$ cat src/rtl/ofifo_drain_ctrl.sv
// ofifo_drain_ctrl: pops NUM_VEC psum vectors from the output FIFO into consecutive pmem addresses.
// Build option OFIFO_DRAIN_RELU_EN clamps negative psum lanes to zero on the write path.
module ofifo_drain_ctrl #(
    parameter int col     = 8,
    parameter int psum_bw = 16,
    parameter int addr_w  = 11,
    parameter int NUM_VEC = 8
) (
    input  logic                   clk,
    input  logic                   reset,
    input  logic                   start,
    input  logic [addr_w-1:0]      base_addr,
    input  logic                   ofifo_valid,
    input  logic [col*psum_bw-1:0] ofifo_out,
    output logic                   ofifo_rd,
    output logic                   pmem_cen,
    output logic                   pmem_wen,
    output logic [addr_w-1:0]      pmem_addr,
    output logic [col*psum_bw-1:0] pmem_d,
    output logic                   busy,
    output logic                   done
);

    localparam int               CNT_W    = $clog2(NUM_VEC + 1);
    localparam logic [CNT_W-1:0] LAST_CNT = CNT_W'(NUM_VEC);

    typedef enum logic [1:0] {
        IDLE,
        DRAIN,
        FIN
    } state_t;

    state_t                 state;
    state_t                 state_n;
    logic [CNT_W-1:0]       count;
    logic [addr_w-1:0]      base_q;
    logic [col*psum_bw-1:0] wr_data;
    logic                   pop;

`ifdef OFIFO_DRAIN_RELU_EN
    always_comb begin
        wr_data = ofifo_out;
        for (int unsigned i = 0; i < col; i++) begin
            if (ofifo_out[i*psum_bw + psum_bw - 1]) begin
                wr_data[i*psum_bw +: psum_bw] = '0;
            end
        end
    end
`else
    assign wr_data = ofifo_out;
`endif

    // DRAIN is left one cycle after the final pop, so the last write strobe is on
    // the bus while done is pending and start stays blocked until the FIN cycle ends.
    always_comb begin
        state_n = state;
        pop     = 1'b0;
        case (state)
            IDLE: begin
                if (start) begin
                    state_n = DRAIN;
                end
            end
            DRAIN: begin
                pop = ofifo_valid && (count < LAST_CNT);
                if (count == LAST_CNT) begin
                    state_n = FIN;
                end
            end
            FIN: begin
                state_n = IDLE;
            end
            default: begin
                state_n = IDLE;
            end
        endcase
    end

    assign ofifo_rd = pop;

    always_ff @(posedge clk or posedge reset) begin
        if (reset) begin
            state     <= IDLE;
            count     <= '0;
            base_q    <= '0;
            pmem_cen  <= 1'b1;
            pmem_wen  <= 1'b1;
            pmem_addr <= '0;
            pmem_d    <= '0;
            busy      <= 1'b0;
            done      <= 1'b0;
        end else begin
            state    <= state_n;
            busy     <= (state_n != IDLE);
            done     <= (state_n == FIN);
            pmem_cen <= ~pop;
            pmem_wen <= ~pop;
            if ((state == IDLE) && start) begin
                base_q <= base_addr;
                count  <= '0;
            end
            if (pop) begin
                pmem_d    <= wr_data;
                pmem_addr <= base_q + addr_w'(count);
                count     <= count + 1'b1;
            end
        end
    end

endmodule
$ cat config.mk
export PLATFORM = sky130hd
export DESIGN_NAME = ofifo_drain_ctrl
export DESIGN_NICKNAME = d
export VERILOG_FILES = /design/src/rtl/ofifo_drain_ctrl.sv
export SDC_FILE = /design/constraint.sdc
export NUM_CORES = 1
export LEC_CHECK = 0
export CORE_MARGIN = 5
export CORE_UTILIZATION = 30
export DETAILED_ROUTE_END_ITERATION = 10
export GPL_ROUTABILITY_DRIVEN = 0
export MAX_ROUTING_LAYER = met4
export PLACE_DENSITY = 0.64
export SLEW_MARGIN = 0
export SYNTH_ARGS = -nofsm -noshare
export SYNTH_HDL_FRONTEND = slang
export SYNTH_SLANG_ARGS = --single-unit
$ cat constraint.sdc
create_clock -name clk -period 7.1 [get_ports clk]
set_clock_uncertainty 0.05 [all_clocks]
set_input_delay 2.13 -clock clk [delete_from_list [all_inputs] [get_ports clk]]
set_output_delay 2.13 -clock clk [all_outputs]
set_load 0.1 [all_outputs]
==> flow_summary.yaml <==
run_status:
  outcome: "finished clean"
timing:
  drv_slew: 0
  fin_crit_ps: 5730
  fmax_mhz: 174
  hold_viol_final: 0
  worst_pin_slew_ps: 1070
  timing.setup.tns_ps: 0
  rsz0062_at_grt: "false"
  relSlewSlack_pct: 28.4
  period_share_pct: 80.8
  finalSetupViolCount: 0
synth:
  synth.avg_cell_area_um2: 9.40
  synth_edf_count: 0
  synth.largest_area_cell: "dfrtp_1"
  synth_commonest_cells: "nand2_1, dfrtp_1, buf_2, o21ai_0, mux2_2"
  synthMostInstantiatedCell: "nand2_1"
  synth_top_cell_area_share_pct: 63.1
  netlist-cell-type-count: 34
  ys_top_cells_by_area: "dfrtp_1, nand2_1, mux2_2, buf_6, ha_1"
  synth-seq-cells: 159
  synth_ff_type: "dfrtp_1"
  ys_seq_area_share_pct: 63.5
  synth_async_sr_flop_share_pct: 100
  yosys_warnings: 0
  syn_nets: 817
  synthCells: 667
  synth_area_mm2: 0.00627
setup_path:
  reg2reg_to: "count[2]"
  r2r-start: "count[3]"
  cpMaxStageDelayCell: "clkdlybuf4s50_1"
  arrival_ps: 3550
  regToRegSetupSlack_ps: 4510
  crit_family: "buffers and inverters"
  end_kind: "primary output"
  slowest_delay_ps: 490
  crit_required_ps: 4920
  path_buf_inv: 3
  cp_max_fo: 55
  crit_type: "in2out"
  cp_cell_sequence: "clkdlybuf4s50_1, nand4b_1, inv_4, buf_12"
  startpoint_type: "input pin"
  reg2reg_depth: 7
floorplanning:
  ios: 287
  start_util_pct: 30.7
  die_h_um: 155
  core-area_mm2: 0.0204
  dieArea_mm2: 0.0239
  rows: 52
  die-width_um: 155
finish:
  drive_gt1_share_pct: 5.23
  multi_input_area_mm2: 0.00204
  seqCellArea_mm2: 0.00398
  area_growth_pct: 57.1
  fill_cells: 1948
  nets: 1093
  diodes: 0
drt:
  ant_nets: 0
  drc: 0
  vias: 5250
  drt_wl_total_um: 18200
  wl_per_cell_um: 14.9
  firstDrtPassIters: 4
  first_iter_violations: 248
  drt-vias-per-instance: 4.28
global_routing:
  grt_max_degree: 96
  overflow: 0
  antenna_found_initial: 0
  grt_pass1_vias: 5230
  grt.total_usage_pct: 15.5
  grt_pass1_wl_um: 28700
hold_path:
  min_path_cells: 2
  hold_end: "pmem_d[59]"
  min_from: "pmem_d[59]"
  hp-class: "reg2reg"
place:
  dp_hpwl_um: 12800
  numPortBuffers: 286
cts:
  cts_root_buf: "clkbuf_16"
  cts_setup_buffers: 0
  cts-resized-gates: 0
  clkSlewWorstSetupHoldPaths_ps: 60
  ctsLongestPathBuffers: 2
  htreeDepth: 4
  cts_tree: "yes"
  cts_buffers: 17
  holdBufCountCts: 0
  clkLatencyLatePin_ps: 410
  clock-sinks: 159
run:
  max_cap_violations: 0
-- cell families after synthesis --
logic type | synth area share [%]
AO/OA/AOI/OAI | 2.62
XOR/XNOR | 1.12
adder cells (fa/ha/maj) | 1.52
buffers and inverters | 3.97
flip-flops | 63.5
multiplexers | 1.80
AND/OR/NAND/NOR | 25.5
-- per-stage QoR --
stage,instance area (um2),instances,hold WS (ps),worst slack [ps],util [%]
floorplan,6270,667,435,630,-
global placement,9310,1194,407,1360,45.6
detailed placement,9310,1194,411,1360,45.6
CTS,9850,1226,428,1360,48.2
global route,9850,1226,442,1260,48.2
finish,9850,1226,423,1370,48.2
-- worst min-delay path, cell delays in order (launching register included) --
cell and delay (ps):
dfrtp_1 340, nand2_1 50, nand2_1 60
-- worst max path at each step --
stage	end	from	cells past startpoint
2_1_floorplan	base_q[0]	reset	1
3_3_place_gp	ofifo_rd	ofifo_valid	4
3_5_place_dp	ofifo_rd	ofifo_valid	4
4_1_cts	ofifo_rd	ofifo_valid	4
5_1_grt	ofifo_rd	ofifo_valid	4
6_report	ofifo_rd	ofifo_valid	4
-- flip-flops by register name, summed over array words and instances (netlist names) --
register,count
pmem_d,128
count,4
base_q,11
state,2
pmem_wen,1
done,1
pmem_addr,11
busy,1
-- per-layer routing --
metal  share of wire, %  global-route usage [%]  vias up
li1                   -                       -     2605
met1                 45                    20.0     2427
met2                 46                    23.6      201
met3                7.8                    4.75       17
met4                1.4                    5.00        0
met5                  0                       -        -
-- area by class of cell --
| cell class | count | area share, % |
|---|---|---|
| clock buffers | 19 | 4.40 |
| clock inverters | 13 | 1.11 |
| inverters | 7 | 0.343 |
| multi-input cells | 468 | 20.7 |
| flip-flops and latches | 159 | 40.4 |
| well taps | 270 | 3.43 |
| repair buffers | 290 | 29.6 |
-- cells in the final DEF, fill, tap and decap left out, types with 4 or more instances in the layout --
cell / n
nand2_1: 401
clkdlybuf4s50_1: 285
dfrtp_1: 158
clkbuf_16: 17
o21ai_0: 12
mux2_2: 10
xor2_1: 7
ha_1: 6
inv_1: 5
nor2_1: 5
clkinv_4: 5
inv_6: 4
Power is left out: the tool's default activity adds up to more than one toggle a clock period on the data nets, which glitch-free logic cannot reach.
